$ cat config.mk
export PLATFORM = sky130hd
export DESIGN_NAME = ram_gather_reader_flat
export DESIGN_NICKNAME = d
export VERILOG_FILES = /design/src/rtl/ram_gather_reader_if.sv /design/src/rtl/ram_gather_reader.sv /design/src/flat_wrapper.sv
export SDC_FILE = /design/constraint.sdc
export NUM_CORES = 2
export LEC_CHECK = 0
export CAP_MARGIN = 20
export CORE_AREA = 2 2 248 250
export DETAILED_ROUTE_END_ITERATION = 8
export DIE_AREA = 0 0 250 252
export PLACE_DENSITY_LB_ADDON = 0.25
export SKIP_CTS_REPAIR_TIMING = 1
export SLEW_MARGIN = 20
export SYNTH_ARGS = -nofsm -noshare
export SYNTH_HDL_FRONTEND = slang
export SYNTH_SLANG_ARGS = --single-unit
$ cat constraint.sdc
create_clock -name clk -period 7.7 [get_ports clk]
set_input_delay 0.77 -clock clk [delete_from_list [all_inputs] [get_ports clk]]
set_output_delay 0.77 -clock clk [all_outputs]
set_load 0.1 [all_outputs]
$ cat src/rtl/ram_gather_reader_if.sv
// Output beat stream of the RAM gather reader: 256-bit beats with a lane
// mask and end-of-command marker, valid/ready handshake.
//   valid/data/mask/last : master -> slave
//   ready                : slave -> master
interface ram_gather_reader_if #(
    parameter int DW = 32
);
    logic            valid;
    logic            ready;
    logic [8*DW-1:0] data;
    logic [7:0]      mask;
    logic            last;

    modport master (
        output valid,
        output data,
        output mask,
        output last,
        input  ready
    );

    modport slave (
        input  valid,
        input  data,
        input  mask,
        input  last,
        output ready
    );
endinterface

$ cat src/rtl/ram_gather_reader.sv
// Gather engine driving all eight read ports of the replicated RAM; streams
// a contiguous word range out as 8-lane beats with a 2-entry skid FIFO.
// Ports: clk, rst (sync, active-low), start/base_addr/length command,
//   busy/done status, r1_addr..r8_addr RAM addresses, d1..d8 RAM data
//   (one cycle latency), out_if beat stream (master).
module ram_gather_reader #(
    parameter int BLOCKSIZE = 10,
    parameter int DW        = 32
) (
    input  logic                 clk,
    input  logic                 rst,
    input  logic                 start,
    input  logic [BLOCKSIZE:0]   base_addr,
    input  logic [BLOCKSIZE+1:0] length,
    output logic                 busy,
    output logic                 done,
    output logic [BLOCKSIZE:0]   r1_addr,
    output logic [BLOCKSIZE:0]   r2_addr,
    output logic [BLOCKSIZE:0]   r3_addr,
    output logic [BLOCKSIZE:0]   r4_addr,
    output logic [BLOCKSIZE:0]   r5_addr,
    output logic [BLOCKSIZE:0]   r6_addr,
    output logic [BLOCKSIZE:0]   r7_addr,
    output logic [BLOCKSIZE:0]   r8_addr,
    input  logic [DW-1:0]        d1,
    input  logic [DW-1:0]        d2,
    input  logic [DW-1:0]        d3,
    input  logic [DW-1:0]        d4,
    input  logic [DW-1:0]        d5,
    input  logic [DW-1:0]        d6,
    input  logic [DW-1:0]        d7,
    input  logic [DW-1:0]        d8,
    ram_gather_reader_if.master  out_if
);
    localparam int AW = BLOCKSIZE + 1;
    localparam int LW = BLOCKSIZE + 2;
    localparam int BW = LW - 3;

    typedef enum logic [1:0] {
        S_IDLE,
        S_ISSUE,
        S_DRAIN,
        S_FIN
    } state_t;

    state_t state_q, state_d;

    logic [AW-1:0]   next_addr_q, next_addr_d;
    logic [BW-1:0]   beats_left_q, beats_left_d;
    logic [7:0]      last_mask_q, last_mask_d;
    logic [1:0]      credit_q, credit_d;
    logic [AW-1:0]   addr_q [8];
    logic [AW-1:0]   addr_d [8];

    // Beat whose addresses went out last cycle; its data is on d1..d8 now.
    logic            infl_q, infl_d;
    logic [7:0]      infl_mask_q, infl_mask_d;
    logic            infl_last_q, infl_last_d;

    logic [8*DW-1:0] fifo_data_q [2];
    logic [8*DW-1:0] fifo_data_d [2];
    logic [7:0]      fifo_mask_q [2];
    logic [7:0]      fifo_mask_d [2];
    logic            fifo_last_q [2];
    logic            fifo_last_d [2];
    logic            wr_ptr_q, wr_ptr_d;
    logic            rd_ptr_q, rd_ptr_d;
    logic [1:0]      count_q, count_d;

    logic [DW-1:0]   rdata [8];
    logic [8*DW-1:0] lane_data;
    logic [LW-1:0]   len_p7;
    logic            hs;
    logic            issue;

    assign rdata[0] = d1;
    assign rdata[1] = d2;
    assign rdata[2] = d3;
    assign rdata[3] = d4;
    assign rdata[4] = d5;
    assign rdata[5] = d6;
    assign rdata[6] = d7;
    assign rdata[7] = d8;

    // Addresses are driven straight from the next-state value so a beat's
    // addresses appear in the cycle it issues, and hold otherwise.
    assign r1_addr = addr_d[0];
    assign r2_addr = addr_d[1];
    assign r3_addr = addr_d[2];
    assign r4_addr = addr_d[3];
    assign r5_addr = addr_d[4];
    assign r6_addr = addr_d[5];
    assign r7_addr = addr_d[6];
    assign r8_addr = addr_d[7];

    assign out_if.valid = (count_q != 2'd0);
    assign out_if.data  = fifo_data_q[rd_ptr_q];
    assign out_if.mask  = fifo_mask_q[rd_ptr_q];
    assign out_if.last  = fifo_last_q[rd_ptr_q];

    assign busy = (state_q != S_IDLE);
    assign done = (state_q == S_FIN);

    assign hs     = out_if.valid && out_if.ready;
    // A handshake this cycle frees a slot, so issue may reuse it at once.
    assign issue  = (state_q == S_ISSUE) && ((credit_q != 2'd0) || hs);
    assign len_p7 = length + LW'(7);

    always_comb begin
        state_d      = state_q;
        next_addr_d  = next_addr_q;
        beats_left_d = beats_left_q;
        last_mask_d  = last_mask_q;
        credit_d     = credit_q + 2'(hs) - 2'(issue);
        addr_d       = addr_q;
        infl_d       = 1'b0;
        infl_mask_d  = infl_mask_q;
        infl_last_d  = infl_last_q;

        unique case (state_q)
            S_IDLE: begin
                if (start) begin
                    next_addr_d  = base_addr;
                    beats_left_d = len_p7[LW-1:3];
                    if (length[2:0] == 3'd0) begin
                        last_mask_d = 8'hFF;
                    end else begin
                        last_mask_d = ~(8'hFF << length[2:0]);
                    end
                    if (length == '0) begin
                        state_d = S_FIN;
                    end else begin
                        state_d = S_ISSUE;
                    end
                end
            end
            S_ISSUE: begin
                if (issue) begin
                    for (int k = 0; k < 8; k++) begin
                        addr_d[k] = next_addr_q + AW'(k);
                    end
                    next_addr_d  = next_addr_q + AW'(8);
                    beats_left_d = beats_left_q - BW'(1);
                    infl_d       = 1'b1;
                    infl_last_d  = (beats_left_q == BW'(1));
                    infl_mask_d  = infl_last_d ? last_mask_q : 8'hFF;
                    if (infl_last_d) begin
                        state_d = S_DRAIN;
                    end
                end
            end
            S_DRAIN: begin
                if (credit_d == 2'd2) begin
                    state_d = S_FIN;
                end
            end
            S_FIN: begin
                state_d = S_IDLE;
            end
            default: begin
                state_d = S_IDLE;
            end
        endcase
    end

    always_comb begin
        lane_data = '0;
        for (int k = 0; k < 8; k++) begin
            if (infl_mask_q[k]) begin
                lane_data[DW*k +: DW] = rdata[k];
            end
        end
    end

    always_comb begin
        fifo_data_d = fifo_data_q;
        fifo_mask_d = fifo_mask_q;
        fifo_last_d = fifo_last_q;
        wr_ptr_d    = wr_ptr_q;
        rd_ptr_d    = rd_ptr_q;
        count_d     = count_q + 2'(infl_q) - 2'(hs);
        if (infl_q) begin
            fifo_data_d[wr_ptr_q] = lane_data;
            fifo_mask_d[wr_ptr_q] = infl_mask_q;
            fifo_last_d[wr_ptr_q] = infl_last_q;
            wr_ptr_d              = ~wr_ptr_q;
        end
        if (hs) begin
            rd_ptr_d = ~rd_ptr_q;
        end
    end

    always_ff @(posedge clk) begin
        if (!rst) begin
            state_q      <= S_IDLE;
            next_addr_q  <= '0;
            beats_left_q <= '0;
            last_mask_q  <= '0;
            credit_q     <= 2'd2;
            infl_q       <= 1'b0;
            infl_mask_q  <= '0;
            infl_last_q  <= 1'b0;
            wr_ptr_q     <= 1'b0;
            rd_ptr_q     <= 1'b0;
            count_q      <= '0;
            for (int k = 0; k < 8; k++) begin
                addr_q[k] <= '0;
            end
            for (int i = 0; i < 2; i++) begin
                fifo_data_q[i] <= '0;
                fifo_mask_q[i] <= '0;
                fifo_last_q[i] <= 1'b0;
            end
        end else begin
            state_q      <= state_d;
            next_addr_q  <= next_addr_d;
            beats_left_q <= beats_left_d;
            last_mask_q  <= last_mask_d;
            credit_q     <= credit_d;
            infl_q       <= infl_d;
            infl_mask_q  <= infl_mask_d;
            infl_last_q  <= infl_last_d;
            wr_ptr_q     <= wr_ptr_d;
            rd_ptr_q     <= rd_ptr_d;
            count_q      <= count_d;
            addr_q       <= addr_d;
            fifo_data_q  <= fifo_data_d;
            fifo_mask_q  <= fifo_mask_d;
            fifo_last_q  <= fifo_last_d;
        end
    end
endmodule

$ cat src/flat_wrapper.sv
// flat-port wrapper written by rule: the top's interface ports become plain ports
module ram_gather_reader_flat 
#(
    parameter int BLOCKSIZE = 10,
    parameter int DW        = 32
)
  (clk, rst, start, base_addr, length, busy, done, r1_addr, r2_addr, r3_addr, r4_addr, r5_addr, r6_addr, r7_addr, r8_addr, d1, d2, d3, d4, d5, d6, d7, d8, out_if_valid, out_if_data, out_if_mask, out_if_last, out_if_ready);
  ram_gather_reader_if #(.DW(DW)) out_if_i ();
  input  logic clk;
  input  logic rst;
  input  logic start;
  input  logic [BLOCKSIZE:0] base_addr;
  input  logic [BLOCKSIZE+1:0] length;
  output logic busy;
  output logic done;
  output logic [BLOCKSIZE:0] r1_addr;
  output logic [BLOCKSIZE:0] r2_addr;
  output logic [BLOCKSIZE:0] r3_addr;
  output logic [BLOCKSIZE:0] r4_addr;
  output logic [BLOCKSIZE:0] r5_addr;
  output logic [BLOCKSIZE:0] r6_addr;
  output logic [BLOCKSIZE:0] r7_addr;
  output logic [BLOCKSIZE:0] r8_addr;
  input  logic [DW-1:0] d1;
  input  logic [DW-1:0] d2;
  input  logic [DW-1:0] d3;
  input  logic [DW-1:0] d4;
  input  logic [DW-1:0] d5;
  input  logic [DW-1:0] d6;
  input  logic [DW-1:0] d7;
  input  logic [DW-1:0] d8;
  output wire logic [$bits(out_if_i.valid)-1:0] out_if_valid;
  output wire logic [$bits(out_if_i.data)-1:0] out_if_data;
  output wire logic [$bits(out_if_i.mask)-1:0] out_if_mask;
  output wire logic [$bits(out_if_i.last)-1:0] out_if_last;
  input wire logic [$bits(out_if_i.ready)-1:0] out_if_ready;
  assign out_if_valid = out_if_i.valid;
  assign out_if_data = out_if_i.data;
  assign out_if_mask = out_if_i.mask;
  assign out_if_last = out_if_i.last;
  assign out_if_i.ready = out_if_ready;
  ram_gather_reader #(.BLOCKSIZE(BLOCKSIZE), .DW(DW)) u_core (.clk(clk), .rst(rst), .start(start), .base_addr(base_addr), .length(length), .busy(busy), .done(done), .r1_addr(r1_addr), .r2_addr(r2_addr), .r3_addr(r3_addr), .r4_addr(r4_addr), .r5_addr(r5_addr), .r6_addr(r6_addr), .r7_addr(r7_addr), .r8_addr(r8_addr), .d1(d1), .d2(d2), .d3(d3), .d4(d4), .d5(d5), .d6(d6), .d7(d7), .d8(d8), .out_if(out_if_i));
endmodule
* Yosys cells after proc, flatten, opt, wreduce, memory -nomap -nowiden
Cells that the tools add are included.
** Cells by class
- Add/subtract/negate cells :: 14
- Multipliers :: 0
- Divide/modulo/power cells :: 0
- Order comparisons :: 3
- Equality and inequality tests :: 9
- Shifts and indexed selects :: 1
- Muxes and demuxes :: 43
- Bitwise logic cells :: 5
- Reduce and logical (&&, ||, !) cells :: 16
** Operator list (number)
- $mux 256 :: 4
- $bwmux 512 :: 1
- $demux 256 s1 :: 1
- $mux 32 :: 8
- $mux 88 :: 2
- $mux 8 :: 6
- $add 11x3->11 const B :: 4
- $add 11x2->11 const B :: 2
- $mux 11 :: 2
- $pmux 11 s2 :: 1
- $mux 9 :: 2
- $pmux 9 s2 :: 1
- $bwmux 16 :: 1
- $add 12x3->12 const B :: 1
- $logic_not 12->1 :: 1
- $add 11x1->11 const B :: 1
- $add 11x4->11 const B :: 1
- $mux 2 :: 5
- $eq 9x1->1 const B :: 1
- $sub 9x1->9 const B :: 1
- $demux 8 s1 :: 1
- $not 8->8 :: 1
- $pmux 2 s4 :: 1
- $reduce_bool 2->1 :: 4
- 21 further kinds :: 38
** Word-level totals
- Register bits :: 664
- Bits in latches :: 0
- RAM bits :: 0
- Memory bits (read-only) :: 0
- Input bits :: 283
- Output and inout port bits :: 356
- Logic and storage cells :: 116
- Memories kept :: 0

* Logic depth before layout (Yosys ltp)
- Word-level depth :: 8
- Gate-level depth with buffers :: 15
- Mapped depth without buffers :: 12

* Worst setup path before layout
OpenSTA, ideal clock, no wires.
- Path kind :: flip-flop to output port
- Start :: register u_core.next_addr_q[1]
- End :: output port r8_addr[5]
- Data arrival time :: 3.688 ns
- Required time :: 6.930 ns
- Setup slack :: 3.242 ns
- Cell stages (with the launch flop) :: 8
- Buffers on the path :: 1
- Path through :: dfxtp_1 clkbuf_1 inv_1 ha_1 a21boi_0 nor2b_1 xnor2_1 o21ai_0
** On the way
- Word-level cells in the longest chain between the ends :: 3
** Ends and longest elaborated chain
- start: declaration :: RTL line ram_gather_reader.sv:48 : logic [AW-1:0] next_addr_q, next_addr_d;
- start signal: assignment :: RTL line ram_gather_reader.sv:216 : next_addr_q <= next_addr_d;
- $add 11x3->11 :: RTL line ram_gather_reader.sv:140 : addr_d[k] = next_addr_q + AW'(k);
- $mux 88 :: RTL line ram_gather_reader.sv:138 : if (issue) begin
- $mux 88 :: RTL line ram_gather_reader.sv:120 : unique case (state_q)
- end: declaration :: RTL line flat_wrapper.sv:23 : output logic [BLOCKSIZE:0] r8_addr;
No other way between the ends.

* Worst setup path in the final report
- Start :: register u_core.next_addr_q[3]
- End :: output port r5_addr[9]
** On the way
- Word-level cells in the longest chain between the ends :: 3
** Ends and longest elaborated chain
- $add 11x3->11 :: RTL line ram_gather_reader.sv:140
- $mux 88 :: RTL line ram_gather_reader.sv:138
- $mux 88 :: RTL line ram_gather_reader.sv:120
- end: declaration :: RTL line flat_wrapper.sv:20 : output logic [BLOCKSIZE:0] r5_addr;
No other way between the ends.

==> results by group <==
Logic synthesis
  – Post-synth EDFFs: 0
  – Mux contribution to synthesized area: a little over a tenth
  – Post-Synth Simple-Gate Area: between 20% and 30%
  – Sequential fraction of the synthesis area: between 40 and 50%
  – Syn_area_per_cell: around 8.6 um2
  – Synth Area in Compound Gates: 16.9%
  – Post-synthesis adder-cell area fraction: less than 1%
  – Top_reg_cell synth: dfxtp_1
  – Area of the mapped netlist: around 30,000 um2
  – Unique masters post-synth: 56
  – Post-Synthesis Net Count: 3,773
  – Post-synthesis register bit count: approximately 660
  – Largest family of logic cells by synthesized area: simple AND/OR/NAND/NOR gates
  – XOR/XNOR share of the synthesized area: under 10%
  – Ys async rst share: 0%
  – Post-Syn Instances: between 3,000 and 4,000
  – Synth warnings: 0

Drt
  – Drt pass-1 iters: 5
  – Antenna Nets Post-Route: 0
  – DRC: 0
  – DRT iter0 DRCs: roughly 2,000
  – Total Wirelength: around 90,000 um
  – Wire per inst: roughly 19 um
  – Vias: ~26,000
  – Vias/cell: 5.51

Placement
  – Placed inst area: about 36,000 um2
  – Hpwl dp: 55,700 um
  – Pre-CTS WS: ~2.5 ns
  – Placed Cells: 4,595
  – Routability cong.: around 0.82
  – I/O Buffers: between 600 and 700

STA
  – Final slew viol count: ~110
  – Post-Route Setup TNS: 0 ns
  – Unrepaired setup endpoints after global routing: no
  – Fmax: ~180 MHz
  – Final hold violation count: 0
  – Tightest Pin Transition: ~1.6 ns
  – Max_slew headroom: -7.08%
  – Clk_skew: ~0.017 ns
  – Fin crit share: around 71%
  – Setup violations, final: 0
  – Tmin final: 5.49 ns
  – Slack of the critical path: 2.21 ns
  – Hold Slack: between 0.4 and 0.5 ns

Hold path
  – Hold Path Class: reg2reg

Clock network
  – Clock transition at path regs: 0.06 ns
  – H-Tree Depth: 3
  – Root Buffer: clkbuf_16
  – TritonCTS clock tree: built
  – Bufs on Longest Clock Path: 3
  – Num CTS Buffers: 72
  – # clock sinks: about 660
  – Clk Latency, worst-skew pair: about 0.60 ns

Global routing
  – Vias in the first global route: about 25,000
  – Gr usage total: about 27%
  – Largest net degree at the start of global routing: roughly 290
  – Initial antenna violation count: 19
  – Global route overflow: 0
  – Global-route wire length before repair: 139,000 um

Floorplan
  – Initial Util: roughly 50%
  – Die Ht: approximately 250 um
  – FP Rows: 90
  – Die area: 63,000 um2
  – I/O pin total: between 600 and 700
  – Die width: roughly 250 um
  – Core box area: ~60,000 um2

Power and ir drop
  – VDD IR max: between 0.3 and 0.4 mV
  – Tot Pwr: around 12 mW
  – Pwr dens: approximately 310 nW/um2
  – Leak: 13.2 nW

Finish
  – Layout area overhead: 29.2%
  – Layout cells sized above 1: ~11%
  – Commonest non-fill, non-tap cell in the layout: nand2_1
  – Nets: 4,192
  – Post-layout instance area: ~39,000 um2
  – Non-filler cells, final: ~4,700
  – Fillcell total: about 5,200
  – Post-Route Utilization: between 60% and 70%
  – Most frequent cells in the layout: 672 x nand2_1, 655 x dfxtp_1, 636 x clkdlybuf4s50_1, 552 x a21boi_0, 528 x nand3_1

Outcome
  – Violated checks: max-slew violations
  – Status: complete, but fails checks

Worst setup path
  – CP Class: reg2out
  – WP data arrival: about 4.7 ns
  – CP endpoint kind: output pin
  – CP Max Fanout: 18
  – Worst Path Required: 6.93 ns
  – CP Launch Type: flop

Flow run
  – Max-Cap Viols: 0
==> final cells by class <==
cell class,count,area (um2),area share [%]
repair buffers,668,6660,17.2
clock buffers,110,2200,5.68
multi-input cells,2460,15400,39.7
well taps,782,978,2.53
clock inverters,7,53.8,0.139
inverters,21,78.8,0.204
flip-flops and latches,664,13300,34.4
diodes,14,35.0,0.0906
==> layer usage <==
layer	GRT usage, %	part of all wire, %	vias up
li1	-	-	12704
met1	34.0	42	12363
met2	44.7	47	763
met3	6.65	6.7	200
met4	12.0	4.3	12
met5	0	0.089	-
==> cell usage after synthesis (all sizes together), types with 3 or more instances <==
master / number / area (um2)
o21a: 4 / 30.0
xor2: 25 / 219
nand2b: 3 / 18.8
nor3b: 6 / 45.0
o21ai: 86 / 438
nor2: 41 / 154
buf: 43 / 191
xnor2: 42 / 368
nand3: 528 / 2640
o211a: 3 / 30.0
a21o: 6 / 45.0
a21oi: 22 / 110
inv: 21 / 78.8
mux2i: 7 / 70.1
or2: 3 / 18.8
a21boi: 552 / 4140
o22ai: 3 / 18.8
ha: 22 / 275
nand4: 9 / 62.6
o221a: 9 / 101
dfxtp: 664 / 13300
nand2: 673 / 2530
o211ai: 3 / 22.5
and2: 85 / 532
clkbuf: 280 / 1050
mux2: 274 / 3090
nor3: 18 / 90.1
nor4: 5 / 31.3
nor2b: 7 / 43.8
==> sequential cells by signal (all words and copies together) (netlist names) <==
name and cells:
u_core.addr_q 88, u_core.beats_left_q 9, u_core.count_q 2, u_core.credit_q 2
u_core.fifo_data_q 512, u_core.fifo_last_q 2, u_core.fifo_mask_q 16, u_core.infl_last_q 1
u_core.infl_mask_q 8, u_core.infl_q 1, u_core.last_mask_q 8, u_core.next_addr_q 11
u_core.rd_ptr_q 1, u_core.state_q 2, u_core.wr_ptr_q 1
==> worst max-delay path, cell delays in order (launching register included) <==
cell and delay [ns]:
dfxtp_1 0.89, ha_1 0.52, nand3_1 0.68, nor3_1 0.51, xnor2_1 0.09, o21ai_0 0.22, clkdlybuf4s50_1 1.21
==> kinds of logic after synthesis <==
group / Yosys count
AO/OA/AOI/OAI: 703
adder cells (fa/ha/maj): 22
buffers and inverters: 344
XOR/XNOR: 67
AND/OR/NAND/NOR: 1387
flip-flops: 664
multiplexers: 281
==> path summary, 6_finish.rpt <==
path | from | endpoint | slack, ns | depth (start not counted)
max reg2reg | u_core.state_q[1]$_SDFFE_PN0P_ | u_core.state_q[0]$_SDFFE_PN0P_ | 4.41 | 15
max | u_core.next_addr_q[3]$_SDFFE_PN0P_ | r5_addr[9] | 2.21 | 6
min reg2reg | u_core.fifo_mask_q[13]$_SDFFE_PN0P_ | u_core.fifo_mask_q[13]$_SDFFE_PN0P_ | 0.46 | 2
min | u_core.fifo_mask_q[13]$_SDFFE_PN0P_ | u_core.fifo_mask_q[13]$_SDFFE_PN0P_ | 0.46 | 2
==> report_power, final <==
part | switching [mW] | internal, mW
Combinational | 3.48 | 1.23
Sequential | 0.224 | 3.68
Clock | 1.39 | 1.95
Note: power is estimated with default switching activity, not from simulation.
